File: config.mk
export PLATFORM = sky130hd
export DESIGN_NAME = reversible_alu_pipe
export DESIGN_NICKNAME = d
export VERILOG_FILES = /design/src/rtl/reversible_alu_pkg.sv /design/src/rtl/reversible_alu_core.sv /design/src/rtl/reversible_alu_pipe.sv
export SDC_FILE = /design/constraint.sdc
export NUM_CORES = 1
export LEC_CHECK = 0
export CAP_MARGIN = 5
export CELL_PAD_IN_SITES_DETAIL_PLACEMENT = 1
export CELL_PAD_IN_SITES_GLOBAL_PLACEMENT = 1
export CORE_MARGIN = 2
export CORE_UTILIZATION = 40
export CTS_CLUSTER_DIAMETER = 150
export DETAILED_ROUTE_END_ITERATION = 10
export PLACE_DENSITY = 0.81
export SLEW_MARGIN = 20
export SYNTH_ARGS = -nofsm -noshare
export SYNTH_HDL_FRONTEND = slang
export SYNTH_SLANG_ARGS = --single-unit
File: constraint.sdc
create_clock -name clk -period 7.9 [get_ports clk]
set_clock_uncertainty 0.1 [all_clocks]
set_input_delay 1.185 -clock clk [delete_from_list [all_inputs] [get_ports clk]]
set_output_delay 1.185 -clock clk [all_outputs]
set_load 0.03 [all_outputs]
File: src/rtl/reversible_alu_pkg.sv
// Shared definitions for the pipelined reversible ALU.
//   OP_W : opcode width
//   op_e : opcode encoding (all eight codes are legal)
package reversible_alu_pkg;

  localparam int unsigned OP_W = 3;

  typedef enum logic [OP_W-1:0] {
    OpFredkin = 3'd0,
    OpPeres   = 3'd1,
    OpAdd     = 3'd2,
    OpAdd1    = 3'd3,
    OpSub     = 3'd4,
    OpXor     = 3'd5,
    OpAnd     = 3'd6,
    OpOr      = 3'd7
  } op_e;

endpackage

File: src/rtl/reversible_alu_core.sv
// Combinational compute core of the reversible ALU.
// Ports:
//   i_op     : opcode
//   i_a      : operand A (control input of the Fredkin/Peres gates)
//   i_b      : operand B
//   i_c      : operand C (gate ops only)
//   o_result : primary result
//   o_aux    : secondary gate output, 0 for non-gate ops
//   o_carry  : carry-out of ADD/ADD1/SUB, 0 otherwise
//   o_zero   : o_result == 0
module reversible_alu_core
  import reversible_alu_pkg::*;
#(
  parameter int unsigned WIDTH = 32
) (
  input  op_e              i_op,
  input  logic [WIDTH-1:0] i_a,
  input  logic [WIDTH-1:0] i_b,
  input  logic [WIDTH-1:0] i_c,
  output logic [WIDTH-1:0] o_result,
  output logic [WIDTH-1:0] o_aux,
  output logic             o_carry,
  output logic             o_zero
);

  logic [WIDTH-1:0] w_b_eff;
  logic             w_cin;
  logic [WIDTH:0]   w_sum;

  // One adder serves ADD, ADD1 and SUB: SUB is A + ~B + 1, so carry=1 means no borrow.
  always_comb begin
    w_b_eff = (i_op == OpSub) ? ~i_b : i_b;
    w_cin   = (i_op == OpAdd1) || (i_op == OpSub);
    w_sum   = {1'b0, i_a} + {1'b0, w_b_eff} + {{WIDTH{1'b0}}, w_cin};
  end

  always_comb begin
    o_result = '0;
    o_aux    = '0;
    o_carry  = 1'b0;
    unique case (i_op)
      OpFredkin: begin
        // Controlled swap: A=1 routes C to result and B to aux.
        o_result = (~i_a & i_b) | (i_a & i_c);
        o_aux    = (~i_a & i_c) | (i_a & i_b);
      end
      OpPeres: begin
        o_result = (i_a & i_b) ^ i_c;
        o_aux    = i_a ^ i_b;
      end
      OpAdd, OpAdd1, OpSub: begin
        o_result = w_sum[WIDTH-1:0];
        o_carry  = w_sum[WIDTH];
      end
      OpXor: o_result = i_a ^ i_b;
      OpAnd: o_result = i_a & i_b;
      OpOr:  o_result = i_a | i_b;
      default: o_result = '0;
    endcase
  end

  assign o_zero = (o_result == '0);

endmodule

File: src/rtl/reversible_alu_pipe.sv
// Two-stage pipelined reversible ALU with valid/ready flow control.
// Stage 1 captures opcode and operands; stage 2 captures computed outputs.
// Ports:
//   clk, rst_n           : clock, asynchronous active-low reset
//   in_valid/in_ready    : operand handshake
//   in_op, in_a/b/c      : opcode and operands
//   out_valid/out_ready  : result handshake
//   out_op               : opcode echoed with the result
//   out_result, out_aux  : primary and secondary results
//   out_carry, out_zero  : flags
//   op_count             : saturating count of delivered results
module reversible_alu_pipe
  import reversible_alu_pkg::*;
#(
  parameter int unsigned WIDTH   = 32,
  parameter int unsigned COUNT_W = 16
) (
  input  logic               clk,
  input  logic               rst_n,
  input  logic               in_valid,
  output logic               in_ready,
  input  logic [OP_W-1:0]    in_op,
  input  logic [WIDTH-1:0]   in_a,
  input  logic [WIDTH-1:0]   in_b,
  input  logic [WIDTH-1:0]   in_c,
  output logic               out_valid,
  input  logic               out_ready,
  output logic [OP_W-1:0]    out_op,
  output logic [WIDTH-1:0]   out_result,
  output logic [WIDTH-1:0]   out_aux,
  output logic               out_carry,
  output logic               out_zero,
  output logic [COUNT_W-1:0] op_count
);

  // Stage 1: captured request
  logic             r_s1_valid;
  op_e              r_s1_op;
  logic [WIDTH-1:0] r_s1_a;
  logic [WIDTH-1:0] r_s1_b;
  logic [WIDTH-1:0] r_s1_c;

  // Stage 2: computed response
  logic             r_s2_valid;
  op_e              r_s2_op;
  logic [WIDTH-1:0] r_s2_result;
  logic [WIDTH-1:0] r_s2_aux;
  logic             r_s2_carry;
  logic             r_s2_zero;

  logic [COUNT_W-1:0] r_count;

  logic             w_s2_adv;
  logic             w_s1_adv;
  logic             w_accept;
  logic             w_deliver;
  logic [WIDTH-1:0] w_result;
  logic [WIDTH-1:0] w_aux;
  logic             w_carry;
  logic             w_zero;

  // A stage advances when it is empty or the stage after it is moving.
  assign w_s2_adv  = !r_s2_valid || out_ready;
  assign w_s1_adv  = !r_s1_valid || w_s2_adv;
  assign in_ready  = w_s1_adv;
  assign w_accept  = in_valid && w_s1_adv;
  assign w_deliver = r_s2_valid && out_ready;

  reversible_alu_core #(
    .WIDTH(WIDTH)
  ) u_core (
    .i_op    (r_s1_op),
    .i_a     (r_s1_a),
    .i_b     (r_s1_b),
    .i_c     (r_s1_c),
    .o_result(w_result),
    .o_aux   (w_aux),
    .o_carry (w_carry),
    .o_zero  (w_zero)
  );

  always_ff @(posedge clk or negedge rst_n) begin
    if (!rst_n) begin
      r_s1_valid <= 1'b0;
      r_s1_op    <= OpFredkin;
      r_s1_a     <= '0;
      r_s1_b     <= '0;
      r_s1_c     <= '0;
    end else begin
      if (w_s1_adv) begin
        r_s1_valid <= in_valid;
      end
      if (w_accept) begin
        r_s1_op <= op_e'(in_op);
        r_s1_a  <= in_a;
        r_s1_b  <= in_b;
        r_s1_c  <= in_c;
      end
    end
  end

  always_ff @(posedge clk or negedge rst_n) begin
    if (!rst_n) begin
      r_s2_valid  <= 1'b0;
      r_s2_op     <= OpFredkin;
      r_s2_result <= '0;
      r_s2_aux    <= '0;
      r_s2_carry  <= 1'b0;
      r_s2_zero   <= 1'b0;
    end else begin
      if (w_s2_adv) begin
        r_s2_valid <= r_s1_valid;
      end
      // Data only moves with a valid op, so a stalled output stays frozen.
      if (w_s2_adv && r_s1_valid) begin
        r_s2_op     <= r_s1_op;
        r_s2_result <= w_result;
        r_s2_aux    <= w_aux;
        r_s2_carry  <= w_carry;
        r_s2_zero   <= w_zero;
      end
    end
  end

  always_ff @(posedge clk or negedge rst_n) begin
    if (!rst_n) begin
      r_count <= '0;
    end else if (w_deliver && (r_count != '1)) begin
      r_count <= r_count + COUNT_W'(1);
    end
  end

  assign out_valid  = r_s2_valid;
  assign out_op     = r_s2_op;
  assign out_result = r_s2_result;
  assign out_aux    = r_s2_aux;
  assign out_carry  = r_s2_carry;
  assign out_zero   = r_s2_zero;
  assign op_count   = r_count;

endmodule

[Word level (Yosys, flattened, before mapping)]
Index checks and enable logic that the tools add are counted.
Storage, ports and cells
  flip-flop bits (word level): 186
  bits of input ports: 103
  output and inout bits: 87
  word-level logic and storage cells: 50
Operators by class
  $add $sub $neg: 3
  eq/ne operators: 8
  multiplexer cells: 4
  bitwise operators: 11
  reduce and logical (&&, ||, !) cells: 12
Operators with widths (count)
  $pmux 32 s6: 1
  $and 32x32->32: 4
  $or 32x32->32: 3
  $not 32->32: 2
  $pmux 32 s2: 1
  $xor 32x32->32: 2
  $add 32x32->33: 1
  $add 33x1->33: 1
  $logic_not 32->1: 1
  $mux 32: 1
  $add 16x1->16 const B: 1
  $ne 16x16->1 const B: 1
  $eq 3x3->1 const B: 4
  $eq 3x2->1 const B: 2
  $logic_and 1x1->1: 4
  $eq 3x1->1 const B: 1
  $logic_not 3->1: 1
  $logic_or 1x1->1: 3
  $reduce_or 3->1: 1
  $logic_not 1->1: 2
  $mux 1: 1

[Depth between registers and ports, before layout]
  depth in word-level cells: 6
  mapped depth: 19
  mapped depth without buffers: 15

[Hierarchy]
Synthesis repeated with hierarchy kept, for this count alone.
Unflattened totals
  cell total of the unflattened synthesis: 1380
  area, all modules: 13367.8 um^2
By module, submodules not included
  reversible_alu_pipe: instances 1, cells an instance 433, area each 7066.8 um^2, sequential area each 4654.5 um^2
  reversible_alu_core: instances 1, cells an instance 947, area each 6301.0 um^2, sequential area each 0.0 um^2

[Worst setup path before layout]
No wires, ideal clock.
  kind: register -> register
  start point: reg r_s1_op[1]
  end point: reg r_s2_zero (netlist: out_zero)
  library setup time: 0.066 ns
  arrival time: 4.303 ns
  required time: 7.734 ns
  slack: 3.431 ns
  stages on the path, launching flop included: 19
  path buffers: 3
  period minus slack after synthesis: 4.469 ns
  path through: dfrtp_1 buf_2 nor3b_1 buf_2 buf_1 xnor2_1 fa_1 inv_1 fa_1 nand2b_1 a21o_1 a211oi_1 or4b_2 nand3_1 o2111ai_1 a2111oi_0 nand4_1 a2111oi_4 a22o_1
Between the ends
  cells in the longest elaborated chain, start to end: 6
  elaborated cells on any way between the ends: 15
  classes of those cells: add/sub: 2; eq/ne: 7; mux: 2; reduce/logical: 4
Ends and longest elaborated chain
  start, declared: RTL line reversible_alu_pipe.sv:38  | op_e r_s1_op;
  start signal, assigned: RTL line reversible_alu_pipe.sv:85  | r_s1_op <= OpFredkin;
  start signal, assigned: RTL line reversible_alu_pipe.sv:94  | r_s1_op <= op_e'(in_op);
  $eq 3x3->1: RTL line reversible_alu_core.sv:32, reversible_alu_core.sv:33, reversible_alu_core.sv:41
  $mux 32: RTL line reversible_alu_core.sv:32  | w_b_eff = (i_op == OpSub) ? ~i_b : i_b;
  $add 32x32->33: RTL line reversible_alu_core.sv:34  | w_sum = {1'b0, i_a} + {1'b0, w_b_eff} + {{WIDTH{1'b0}}, w_cin};
  $add 33x1->33: RTL line reversible_alu_core.sv:34
  $pmux 32 s6 (*): RTL line reversible_alu_core.sv:41  | unique case (i_op)
  $logic_not 32->1 (*): RTL line reversible_alu_core.sv:62  | assign o_zero = (o_result == '0);
  end signal, assigned: RTL line reversible_alu_pipe.sv:120  | r_s2_zero <= w_zero;
  end, declared: RTL line reversible_alu_pipe.sv:49  | logic r_s2_zero;
Mark *: on every way between the ends. The rest lies on a longest branch, timed or not.
A chain may end at the register's enable or synchronous reset.

[Final worst setup path]
  start point: reg r_s1_op[0]
  end point: reg r_s2_zero (netlist: out_zero)
Same word-level chain as after synthesis.

==> flow_summary.toml <==
[outcome]
outcome = "finished, final reports clean"

[yosys]
synthMuxAreaShare_pct = 14.3
largest_family_of_logic_cells_by_synthesized_area = "compound AO/OA/AOI/OAI gates"
post_synth_instance_area_um2 = 13100
yosys_most_used_dff = "dfrtp_1"
yosysSeqAreaShare_pct = 35.4
synth_enable_flop_cells = 0
synth_nets = 1570
post_synth.cell_area_avg_um2 = 9.60
synthXorXnorAreaFrac_pct = 5.26
synth.lib_cells_used.distinct = 88
synthesis_warning_total = 0
synth-compound-area-share_pct = 18.9
synthAdderAreaFrac_pct = 9.44
synthSimpleGateAreaFrac_pct = 11.4
ys_seq_elements = 186
async_reset_ff_share_pct = 100
cells_after_synth = 1369

[final_layout]
diodes = 0
final.fill_count = 3620
layout-area-overhead-vs-synth_pct = 21.2
nNetsFinal = 1712
final_layout_size_suffix_gt1_share_pct = 12.3

[sta]
rsz0062_at_grt = "false"
relSlewSlack_pct = 22.7
clock.fmax_ghz = 0.185
worst_setup_margin_ns = 2.50
final_min_period_over_clock_period_pct = 68.4
layout_min_cycle_time_ns = 5.40
fin_tns_setup_ns = 0
maxSlewViolCount = 0
timing.final.hold_violations = 0
finalSetupViolations = 0
worst_pin_slew_ns = 1.16

[drt]
route.final.wire_length_um = 41100
drt-initial-drc-count = 574
drc = 0
vias_per_cell = 5.71
average_wire_per_standard_cell_um = 20.9
detail_route.first_pass.iterations = 5
num_vias = 11219
drtAntennaViolNets = 0

[worst_hold_path]
worst_hold_startpoint = "out_result[7]"
min-delay-path-class = "reg2reg"

[critical_path]
max_stage_delay_ns = 0.70
critical_path_slowest_stage_cell = "dfrtp_4"
crit_path_cell_trace = "nor3b_2, buf_4, xnor2_1, ha_1, a21oi_1, nand2_1, o21ai_1, o21ai_0, a211oi_1, o2111ai_1, a2111oi_0, nand4_1, a2111oi_4, a22o_1"
rr_startpoint = "r_s1_op[0]"
critical_path.endpoint_type = "flip-flop"
timing_worst_setup_path_type = "reg2reg"
bufs_and_invs_on_worst_path = 1
crit_path_required_time_ns = 8.20
crit_arrival_ns = 5.70
timing.critical_path.fanout_max = 55
crit_path_start = "r_s1_op[0]"
worst_path_dominant_cell_family = "compound AO/OA/AOI/OAI gates"
critical_path.startpoint_type = "flip-flop"

[global_routing]
total_global_routing_track_utilization_pct = 24.5
first_pass_grt_wire_length_um = 65200
grt_antenna_before_repair = 2
first_global_vias = 11865
grt_overflow = 0
largest_net_degree_at_the_start_of_global_routing = 111

[power_and_ir_drop]
totalPowerFinal_mw = 4.48
power_density_nw_per_um2 = 281
p_leak_nw = 6.89
vdd.ir_drop.worst_v = 0.000185

[die]
die_w_um = 185
floorplan.initialDensity_pct = 40.5
number_of_top_level_pins = 190
die-area_um2 = 34300
rows = 66
placeable_area_um2 = 32500
die_h_um = 185

[clock_network]
postCtsSetupRepairBufs = 0
tritoncts = "built"
post_cts_resize_count = 0
clk_pin_slew_worst_paths_ns = 0.08
cts-root-buf = "clkbuf_16"
clock_sinks = 186
cts-buffers-inserted = 17
clk_latency_ns = 0.46
max-clock-path-buffers = 2
postCtsHoldBufs = 0
cts_htree_levels = 4

[placed_design]
portBuffers = 189
finalWeightedCongestion = 0.885
dp_hpwl_um = 29400
pre_cts_slack_ns = 2.55

[flow_run]
max-cap-violations = 0
cells in the final DEF, fill, tap and decap left out, types with 7 or more instances in the layout:
cell,netlist,routed
ha_1,96,96
nand2b_1,23,23
a31oi_1,8,8
o211ai_1,16,16
a22oi_1,8,8
nand3_1,21,21
o22ai_1,10,10
nand4_1,23,23
nor2_1,43,42
a22o_1,36,36
a221oi_1,7,7
clkdlybuf4s50_1,0,188
o21ai_0,87,87
clkbuf_16,0,17
or3_1,7,7
a21oi_1,90,89
and3_1,14,14
nand2_1,112,110
a211oi_1,12,12
nor3_1,13,13
inv_1,88,88
xor2_1,7,7
a21o_1,15,15
mux2i_1,61,61
buf_4,6,11
nor2b_1,11,11
mux2_2,112,112
dfrtp_1,186,184
xnor2_1,72,72
registers in the layout, summed over array words and instances (netlist names):
register and flops:
out_zero 1, out_valid 1, r_s1_a 32, r_s1_valid 1, op_count 16, r_s1_op 3, r_s1_b 32, out_result 32
out_aux 32, out_op 3, out_carry 1, r_s1_c 32
path summary, 6_finish.rpt:
path	slack [ns]	cells after the start	to
hold / removal	0.39	2	out_result[7]
min in group asynchronous	0.73	1	r_s1_b[5]
setup / recovery	2.50	14	out_zero
setup reg to reg	2.50	14	out_zero
hold reg to reg	0.39	2	out_result[7]
max in group asynchronous	5.69	2	r_s1_op[0]
area by class of cell:
cell class              instances  area (µm²)  area share (%)
repair buffers                201        1990            12.5
clock inverters                15         136           0.856
multi-input cells            1016        7830            49.2
clock buffers                  17         425            2.67
well taps                     442         553            3.47
flip-flops and latches        186        4660            29.3
inverters                      89         334            2.10
Yosys cell counts, drive strengths merged, types with 5 or more instances:
master | n | area (µm²)
a2111oi | 6 | 83.8
clkbuf | 40 | 150
or3 | 9 | 62.6
a21o | 15 | 113
nand3 | 21 | 105
a21oi | 93 | 477
and3 | 15 | 95.1
nor3 | 13 | 65.1
dfrtp | 186 | 4650
mux2i | 61 | 611
o22ai | 10 | 62.6
xnor2 | 72 | 631
nor2b | 11 | 68.8
o2111ai | 5 | 43.8
a22oi | 8 | 60.1
a31oi | 9 | 62.6
o211ai | 17 | 133
nand2 | 112 | 420
a211o | 7 | 62.6
a221oi | 7 | 61.3
buf | 38 | 213
xor2 | 7 | 61.3
o21a | 5 | 37.5
a22o | 36 | 315
a211oi | 14 | 115
nor2 | 44 | 168
o21ai | 90 | 454
ha | 96 | 1200
mux2 | 113 | 1270
a311oi | 7 | 67.6
nand4 | 23 | 144
o31ai | 5 | 37.5
inv | 89 | 334
nand2b | 23 | 144
power breakdown:
part,internal (mW),total (mW),switching [mW],leakage [nW]
Clock,0.415,0.851,0.436,0.273
Sequential,1.15,1.40,0.251,2.27
Combinational,0.928,2.22,1.29,4.35
cells by family after synthesis:
family / after synthesis
AO/OA/AOI/OAI: 366
AND/OR/NAND/NOR: 299
flip-flops: 186
multiplexers: 174
buffers and inverters: 167
adder cells (fa/ha/maj): 98
XOR/XNOR: 79
metal layers:
metal	vias up	part of all wire, %	GRT usage, %
met4	4	2.4	7.84
met5	-	0.061	0
met2	272	48	41.3
met3	59	4.5	4.84
li1	5233	-	-
met1	5651	45	31.5
metrics by stage:
step | cells | hold WS, ns | util, % | area, µm²
floorplan | 1369 | 0.380 | - | 13100
global placement | 1934 | 0.366 | 47.3 | 15400
detailed placement | 1934 | 0.382 | 47.3 | 15400
CTS | 1966 | 0.398 | 49.1 | 15900
global route | 1966 | 0.429 | 49.1 | 15900
finish | 1966 | 0.394 | 49.1 | 15900
worst reg2reg max path: stages (launching register included):
cell and delay, ns:
dfrtp_4 0.70, nor3b_2 0.63, buf_4 0.59, xnor2_1 0.13, ha_1 0.40, a21oi_1 0.27, nand2_1 0.08, o21ai_1 0.33
o21ai_0 0.28, a211oi_1 0.42, o2111ai_1 0.27, a2111oi_0 0.46, nand4_1 0.21, a2111oi_4 0.30, a22o_1 0.16
Power figures use the tool's default switching activity.
